`src/rtl/packet_router_n.sv`:
```
// packet_router_n: buffers length-prefixed packets in a circular FIFO and forwards each to one of NPORTS outputs.
// Ports: clk/reset (async, active-low); i_valid/i_data/i_end input beats, i_ready = room for a max-length packet;
// per port p: o_req/o_grant handshake, o_length payload length, o_start/o_end/o_data[8p+7:8p] payload stream;
// drop_cnt saturating discarded-packet count; overflow sticky flag for beats offered while i_ready was low.
// Macro PKT_DROP_BAD_PORT_EN: when defined, headers addressing a port >= NPORTS are skipped and counted;
// otherwise they are routed to port D mod NPORTS.
module packet_router_n #(
  parameter int NPORTS = 3,
  parameter int DEPTH = 64,
  parameter int MAXLENGTH = 12
)(
  input  logic                  clk,
  input  logic                  reset,
  input  logic                  i_valid,
  input  logic [7:0]            i_data,
  input  logic                  i_end,
  output logic                  i_ready,
  output logic [NPORTS-1:0]     o_start,
  output logic [NPORTS-1:0]     o_end,
  output logic [8*NPORTS-1:0]   o_data,
  output logic [6*NPORTS-1:0]   o_length,
  output logic [NPORTS-1:0]     o_req,
  input  logic [NPORTS-1:0]     o_grant,
  output logic [7:0]            drop_cnt,
  output logic                  overflow
);
  localparam int AW = $clog2(DEPTH);
  typedef enum logic [2:0] {IDLE, HDR, WAIT, SEND, SKIP} state_t;
  state_t state, state_n;
  logic [7:0] mem [DEPTH];
  logic [AW-1:0] wr_ptr, rd_ptr;
  logic [AW:0] occ, pkt_cnt;
  logic w_valid, w_end;
  logic [7:0] w_data, hdr, rdata;
  logic [5:0] cnt, len;
  logic [1:0] dst, port;
  logic rv, rfirst, rlast;
  logic bad, skip_c, last_c, grant;
  logic hdr_rd, pay_rd, rd, req_set, drop_inc;
  assign len = hdr[7:2];
  assign dst = hdr[1:0];
`ifdef PKT_DROP_BAD_PORT_EN
  assign bad = 32'(dst) >= NPORTS;
  assign port = dst;
`else
  assign bad = 1'b0;
  assign port = 2'(32'(dst) % NPORTS);
`endif
  assign skip_c = len == 6'd0 || bad;
  assign last_c = cnt == len - 6'd1;
  assign grant = o_grant[port];
  assign i_ready = occ < (AW+1)'(DEPTH - MAXLENGTH);
  always_ff @(posedge clk or negedge reset)
    if (!reset) state <= IDLE;
    else state <= state_n;
  always_comb begin
    state_n = state;
    case (state)
      IDLE: state_n = pkt_cnt != '0 ? HDR : IDLE;
      HDR: state_n = skip_c ? SKIP : WAIT;
      WAIT: state_n = !grant ? WAIT : last_c ? IDLE : SEND;
      SEND: state_n = last_c ? IDLE : SEND;
      SKIP: state_n = (len == 6'd0 || last_c) ? IDLE : SKIP;
      default: state_n = IDLE;
    endcase
  end
  // cnt indexes the payload word being read; the grant cycle reads word 0
  always_comb begin
    hdr_rd = state == IDLE && pkt_cnt != '0;
    pay_rd = (state == WAIT && grant) || state == SEND;
    rd = hdr_rd || pay_rd || (state == SKIP && len != 6'd0);
    req_set = state == HDR && !skip_c;
    drop_inc = state == SKIP && (len == 6'd0 || last_c) && drop_cnt != 8'hFF;
  end
  // input beats land in a staging register and reach the FIFO one cycle later;
  // payload words pass a read register and then the per-port output register
  always_ff @(posedge clk or negedge reset)
    if (!reset) begin
      for (int i = 0; i < DEPTH; i++) mem[i] <= '0;
      {w_valid, w_end, w_data, overflow} <= '0;
      {wr_ptr, rd_ptr, occ, pkt_cnt} <= '0;
      {hdr, rdata, cnt, rv, rfirst, rlast, drop_cnt} <= '0;
      {o_start, o_end, o_data, o_length, o_req} <= '0;
    end else begin
      w_valid <= i_valid && i_ready;
      w_data <= i_data;
      w_end <= i_end;
      overflow <= overflow || (i_valid && !i_ready);
      if (w_valid) mem[wr_ptr] <= w_data;
      wr_ptr <= wr_ptr + AW'(w_valid);
      rd_ptr <= rd_ptr + AW'(rd);
      occ <= occ + (AW+1)'(w_valid) - (AW+1)'(rd);
      pkt_cnt <= pkt_cnt + (AW+1)'(w_valid && w_end) - (AW+1)'(hdr_rd);
      if (hdr_rd) hdr <= mem[rd_ptr];
      rdata <= mem[rd_ptr];
      rv <= pay_rd;
      rfirst <= state == WAIT;
      rlast <= last_c;
      cnt <= state == HDR ? 6'd0 : cnt + 6'(rd);
      drop_cnt <= drop_cnt + 8'(drop_inc);
      for (int p = 0; p < NPORTS; p++) begin
        o_start[p] <= rv && rfirst && port == 2'(p);
        o_end[p] <= rv && rlast && port == 2'(p);
        o_data[8*p+:8] <= (rv && port == 2'(p)) ? rdata : 8'd0;
        o_req[p] <= (req_set && port == 2'(p)) || (o_req[p] && !pay_rd);
        o_length[6*p+:6] <= (req_set && port == 2'(p)) ? len : (|o_end) ? 6'd0 : o_length[6*p+:6];
      end
    end
endmodule
```
`config.mk`:
```
export PLATFORM = sky130hd
export DESIGN_NAME = packet_router_n
export DESIGN_NICKNAME = d
export VERILOG_FILES = /design/src/rtl/packet_router_n.sv
export SDC_FILE = /design/constraint.sdc
export NUM_CORES = 1
export LEC_CHECK = 0
export BUFFER_PORTS_ARGS = -buffer_cell sky130_fd_sc_hd__buf_2
export CAP_MARGIN = 20
export CORE_UTILIZATION = 31
export CTS_CLUSTER_DIAMETER = 150
export DETAILED_ROUTE_END_ITERATION = 16
export HOLD_SLACK_MARGIN = 0.15
export PLACE_DENSITY = 0.5
export SYNTH_ARGS = -nofsm -noshare
export SYNTH_HDL_FRONTEND = slang
export SYNTH_SLANG_ARGS = --single-unit
```
`constraint.sdc`:
```
create_clock -name clk -period 4.9 [get_ports clk]
set_input_delay 0.98 -clock clk [delete_from_list [all_inputs] [get_ports clk]]
set_output_delay 0.98 -clock clk [all_outputs]
set_load 0.01 [all_outputs]
```
Yosys cells after proc, flatten, opt, wreduce, memory -nomap -nowiden
Index checks and enable logic that the tools add are counted.

Bits in registers: 636. Input bits: 15. Output and inout port bits: 61. Logic and storage cells: 181.

Add/sub/neg operators: 9. Div/mod/pow operators: 1. Magnitude comparators: 5. Equality and inequality tests: 8. Multiplexer cells: 22. Bitwise gates (word level): 2. Reduce and logical (&&, ||, !) cells: 47.

Operators by type and width (number): bitwise mux 512 bit (1); binary-select mux 8 bit (select 6 bit) (1); demux 8 bit (select 6 bit) (1); 2-to-1 mux 8 bit (6); modulo 2 x 2 -> 32 bit (second input constant) (1); 2-to-1 mux 6 bit (5); logical AND 1 bit (27); adder 6 x 1 -> 6 bit (3); case mux 3 bit (5 select lines) (1); adder 7 x 1 -> 7 bit (2); greater-or-equal comparator 7 bit (second input constant) (2); NOT 6 -> 7 bit (2); subtractor 7 x 1 -> 7 bit (2); 2-to-1 mux 3 bit (3); adder 8 x 1 -> 8 bit (1); logical OR 1 bit (8); != test 8 bit (second input constant) (1); less-than comparator 7 x 1 -> 1 bit (second input constant) (1); less-than comparator 7 x 6 -> 1 bit (second input constant) (1); nonzero test 7 bit (1); equality test 3 x 2 -> 1 bit (second input constant) (2); equality test 6 bit (1); logical NOT 6 bit (1); nonzero test 2 bit (3); other kinds (14) (17).

Logic depth before layout (Yosys ltp)
Word-level depth: 9. Mapped depth: 17.

Worst setup path after synthesis
OpenSTA, ideal clock, no wires.

Path kind: in2reg. Start: input port o_grant[2]. End: register occ[6]. Setup time: 0.080 ns. Arrival time: 3.149 ns. Path slack: 1.671 ns. Stages on the path: 13. Path through: a31oi_1 o21ai_0 nand3b_1 o31ai_1 ha_1 inv_1 ha_1 fa_1 a21o_1 a21oi_1 o21bai_1 a21oi_1 xnor2_1.

Longest elaborated chain between the ends: 7.

RTL lines: start, declared (RTL line 23) `input logic [NPORTS-1:0] o_grant,`; binary-select mux 1 bit (select 2 bit) (RTL line 51) `assign grant = o_grant[port];`; 2-to-1 mux 1 bit (not written as such) (RTL line 51); logical AND 1 bit (RTL line 70) `pay_rd = (state == WAIT && grant) || state == SEND;`; logical OR 1 bit (RTL line 70); logical OR 1 bit (2 in series) (RTL line 71) `rd = hdr_rd || pay_rd || (state == SKIP && len != 6'd0);`; subtractor 7 x 1 -> 7 bit (RTL line 92) `occ <= occ + (AW+1)'(w_valid) - (AW+1)'(rd);`; end signal, assigned (RTL line 92); end, declared (RTL line 32) `logic [AW:0] occ, pkt_cnt;`.

No other way between the ends. The select of a mux whose other input is x is not followed. A chain may end at the register's enable or synchronous reset.

Worst setup path after layout
Start: register hdr[1]. End: register occ[6].

Longest elaborated chain between the ends: 8.

RTL lines: start, declared (RTL line 34) `logic [7:0] w_data, hdr, rdata;`; start signal, assigned (RTL line 94) `if (hdr_rd) hdr <= mem[rd_ptr];`; modulo 2 x 2 -> 32 bit (RTL line 47) `assign port = 2'(32'(dst) % NPORTS);`; binary-select mux 1 bit (select 2 bit) (RTL line 51); 2-to-1 mux 1 bit (not written as such) (RTL line 51); logical AND 1 bit (RTL line 70); logical OR 1 bit (RTL line 70); logical OR 1 bit (2 in series) (RTL line 71); subtractor 7 x 1 -> 7 bit (RTL line 92).

No other way between the ends. The select of a mux whose other input is x is not followed.

==> impl_metrics.prom <==
# TYPE chip_impl_metric gauge
chip_impl_metric{name="final_setup_viols",unit=""} 0
chip_impl_info{name="most_frequent_cells_in_the_layout",value="sky130_fd_sc_hd__dfrtp_1, sky130_fd_sc_hd__mux2_2, sky130_fd_sc_hd__mux2i_1, sky130_fd_sc_hd__nand2_1"} 1
chip_impl_metric{name="final_core_util",unit="%"} 35.8
chip_impl_info{name="crit-reg2reg-launch",value="hdr[1]"} 1
chip_impl_metric{name="core.rowCount",unit=""} 111
chip_impl_metric{name="globalRouteOverflowTotal",unit=""} 0
chip_impl_metric{name="final.min_clock_period",unit="ps"} 3600
chip_impl_metric{name="clock_sink_count",unit=""} 636
chip_impl_metric{name="slew_violations",unit=""} 0
chip_impl_metric{name="leakagePower",unit="nW"} 15.4
chip_impl_metric{name="yosysWarnings",unit=""} 0
chip_impl_metric{name="synth_async_sr_flop_share",unit="%"} 100
chip_impl_metric{name="vdd_ir_drop_max",unit="V"} 0.000223
chip_impl_metric{name="synthesis.nets",unit=""} 2106
chip_impl_metric{name="design.die.area",unit="mm^2"} 0.0946
chip_impl_info{name="hold_crit_path_type",value="input pin to asynchronous set/reset pin"} 1
chip_impl_metric{name="dr_total_vias",unit=""} 17200
chip_impl_metric{name="die_h",unit="um"} 308
chip_impl_metric{name="synth-seq-area-share",unit="%"} 55.0
chip_impl_metric{name="rr_worst_depth",unit=""} 15
chip_impl_metric{name="detail-route-antenna-nets",unit=""} 0
chip_impl_metric{name="timing.critical_path.arrival",unit="ps"} 4120
chip_impl_metric{name="critPathRequiredTime",unit="ps"} 5420
chip_impl_metric{name="via_per_inst",unit=""} 5.05
chip_impl_metric{name="cts_resized",unit=""} 0
chip_impl_metric{name="post_synth_num_cell_types",unit=""} 58
chip_impl_metric{name="top_level_ports",unit=""} 76
chip_impl_metric{name="power.total",unit="mW"} 13.9
chip_impl_metric{name="postPlaceCellArea",unit="mm^2"} 0.0305
chip_impl_info{name="clock_tree_from_tritoncts",value="built"} 1
chip_impl_metric{name="core_region_area",unit="mm^2"} 0.0921
chip_impl_metric{name="max_freq",unit="GHz"} 0.278
chip_impl_metric{name="synthesis.instances",unit=""} 2057
chip_impl_metric{name="nNetsFinal",unit=""} 2151
chip_impl_metric{name="routabilityCongestion",unit=""} 0.777
chip_impl_info{name="worstSetupPathType",value="flip-flop to flip-flop"} 1
chip_impl_metric{name="initial_utilization",unit="%"} 31.4
chip_impl_metric{name="grt_max_degree",unit=""} 130
chip_impl_metric{name="routed_wl",unit="um"} 75200
chip_impl_metric{name="clkSlewWorstSetupHoldPaths",unit="ps"} 60
chip_impl_metric{name="worst-r2r-setup-slack",unit="ps"} 1300
chip_impl_info{name="final_common_cell",value="sky130_fd_sc_hd__dfrtp_1"} 1
chip_impl_metric{name="wl_per_cell",unit="um"} 22.1
chip_impl_metric{name="die_w",unit="um"} 308
chip_impl_info{name="rsz_0062_raised_after_global_routing",value="false"} 1
chip_impl_metric{name="cts_htree_levels",unit=""} 3
chip_impl_metric{name="timing.final.hold_violations",unit=""} 0
chip_impl_metric{name="post-route-drc-count",unit=""} 0
chip_impl_metric{name="cts.repair_timing.setup_buffer_count",unit=""} 0
chip_impl_metric{name="cts_made_buffers",unit=""} 70
chip_impl_metric{name="clk_latency",unit="ps"} 610
chip_impl_metric{name="place.detailed.instances",unit=""} 3272
chip_impl_metric{name="drtIter0Drc",unit=""} 1134
chip_impl_metric{name="design_area",unit="mm^2"} 0.0329
chip_impl_metric{name="fin_cells",unit=""} 3402
chip_impl_info{name="root_buffer",value="sky130_fd_sc_hd__clkbuf_16"} 1
chip_impl_info{name="regToRegEndpoint",value="occ[6]"} 1
chip_impl_metric{name="worst_pin_slew",unit="ps"} 1120
chip_impl_metric{name="cts_hold_repair.buffers",unit=""} 0
chip_impl_metric{name="area_growth_from_synthesis_to_layout",unit="%"} 13.8
chip_impl_metric{name="max_cap_viol_count",unit=""} 0
chip_impl_metric{name="dr.pass1.iters",unit=""} 5
chip_impl_metric{name="grt_pass1_wl",unit="um"} 116000
chip_impl_info{name="run_status",value="complete, no violations"} 1
chip_impl_info{name="synth_top_flop_cell",value="sky130_fd_sc_hd__dfrtp_1"} 1
chip_impl_metric{name="period_share",unit="%"} 73.5
chip_impl_metric{name="timing.clock.skew",unit="ps"} 29.5
chip_impl_metric{name="grt.total_usage",unit="%"} 16.1
chip_impl_metric{name="antenna_violations_before_repair",unit=""} 2
chip_impl_metric{name="synth.ff_latch_count",unit=""} 636
chip_impl_metric{name="count_of_flip_flops_with_a_built_in_enable_after_synthesis",unit=""} 0
chip_impl_metric{name="netlist_area",unit="mm^2"} 0.0289
chip_impl_metric{name="antenna_cells",unit=""} 0
chip_impl_info{name="critical_path_endpoint_category",value="flip-flop"} 1
chip_impl_metric{name="totalNegativeSetupSlack",unit="ps"} 0
chip_impl_metric{name="via_count_of_the_first_global_routing_pass",unit=""} 18200
chip_impl_metric{name="worst_slew_margin_rel",unit="%"} 25.0
chip_impl_metric{name="ctsLongestPathBuffers",unit=""} 3
chip_impl_metric{name="post_detailed_placement_half_perimeter_wirelength",unit="um"} 47100
chip_impl_metric{name="buffer_ports.inserted",unit=""} 75
chip_impl_metric{name="drive_above_1_share",unit="%"} 38.2
chip_impl_metric{name="timing.critical_path.fanout_max",unit=""} 13
chip_impl_metric{name="power_density",unit="mW/mm^2"} 423
chip_impl_info{name="timing.critical_path.from_type",value="flip-flop"} 1
chip_impl_metric{name="post_synth.cell_area_avg",unit="um^2"} 14.1
chip_impl_metric{name="n_fill_cell",unit=""} 8794
-- flip-flops by register name (all words and copies together) (netlist names), 6 cells and up --
| signal | flops |
|---|---|
| rdata | 8 |
| pkt_cnt | 7 |
| cnt | 6 |
| w_data | 8 |
| hdr | 8 |
| o_data | 24 |
| rd_ptr | 6 |
| wr_ptr | 6 |
| occ | 7 |
| o_length | 18 |
| drop_cnt | 8 |
| mem | 512 |
-- layer usage --
metal  up-vias  part of all wire, %  wire length (um)  global-route usage, %
li1       7579                    -                 -                      -
met1      9134                   46             34700                   22.0
met2       361                   46             34700                   25.5
met3       120                  4.8              3600                   3.28
met4         0                  2.8              2100                   5.14
met5         -                    0                 0                      0
-- Yosys cell counts (all sizes together) (5+ instances only) --
| master | instances | area, um^2 |
|---|---|---|
| dfrtp | 636 | 15900 |
| mux2 | 519 | 5840 |
| mux2i | 128 | 1280 |
| nand2 | 108 | 405 |
| clkbuf | 88 | 334 |
| mux4 | 68 | 1640 |
| nor2 | 67 | 297 |
| a22oi | 53 | 398 |
| buf | 50 | 422 |
| and3 | 36 | 225 |
| ha | 32 | 400 |
| inv | 27 | 101 |
| o21ai | 25 | 125 |
| nand3 | 24 | 120 |
| xnor2 | 22 | 193 |
| a21oi | 20 | 100 |
| o22ai | 19 | 119 |
| xor2 | 15 | 131 |
| nor2b | 14 | 87.6 |
| nand2b | 12 | 75.1 |
| nor3 | 11 | 70.1 |
| a211oi | 8 | 60.1 |
| a21o | 7 | 52.6 |
| or3 | 6 | 37.5 |
| a32oi | 5 | 43.8 |
| and2 | 5 | 31.3 |
| o31ai | 5 | 42.5 |
| or2 | 5 | 31.3 |
-- through the flow --
step | worst slack [ps] | hold WS, ps
after floorplan | 1670 | 456
after global placement | 1200 | 454
after detailed placement | 1220 | 457
after CTS | 1260 | 386
after global routing | 1000 | 429
final | 1300 | 398
-- worst max-delay path: stages (launching register included) --
cell,delay (ps)
sky130_fd_sc_hd__dfrtp_1,410
sky130_fd_sc_hd__inv_1,70
sky130_fd_sc_hd__ha_1,420
sky130_fd_sc_hd__mux2i_1,240
sky130_fd_sc_hd__o21ai_0,150
sky130_fd_sc_hd__nand3b_1,250
sky130_fd_sc_hd__o31ai_1,200
sky130_fd_sc_hd__ha_1,320
sky130_fd_sc_hd__inv_1,40
sky130_fd_sc_hd__ha_1,200
sky130_fd_sc_hd__fa_1,410
sky130_fd_sc_hd__a21o_1,200
sky130_fd_sc_hd__a21oi_1,230
sky130_fd_sc_hd__o21bai_1,90
sky130_fd_sc_hd__a21oi_1,180
sky130_fd_sc_hd__xnor2_1,130
-- area by class of cell --
type	count	area, um^2	share of cell area, %
Clock buffer	111	2210	6.71
Clock inverter	18	184	0.559
Inverter	27	101	0.308
Multi-Input combinational cell	1256	12200	37.0
Sequential cell	636	15900	48.4
Tap cell	1243	1560	4.72
Timing Repair Buffer	111	759	2.31
-- cells by family after synthesis --
logic type / after synthesis / share of synthesized area [%]
and+or+nand+nor: 305 / 5.21
muxes: 715 / 30.3
xor gates and xnor gates: 37 / 1.12
buffers and inverters: 165 / 2.96
DFF: 636 / 55.0
adders and majority gates: 34 / 1.52
AOI/OAI and AO/OA: 165 / 3.91
-- worst max path at each step --
stage | slack [ps] | cells past startpoint | to | from
floorplan | 1670 | 13 | occ[6] | o_grant[2]
global placement | 1200 | 14 | occ[6] | o_grant[2]
CTS | 1260 | 15 | occ[6] | hdr[1]
detailed placement | 1220 | 14 | occ[6] | o_grant[2]
global route | 1000 | 15 | occ[6] | hdr[1]
finish | 1300 | 15 | occ[6] | hdr[1]
-- report_power, final --
group / total (mW) / switching (mW) / internal (mW)
combinational: 2.02 / 0.975 / 1.05
clock: 5.43 / 2.17 / 3.26
sequential: 6.47 / 0.469 / 6.01
total: 13.9 / 3.61 / 10.3
Note: power is estimated with default switching activity, not from simulation.
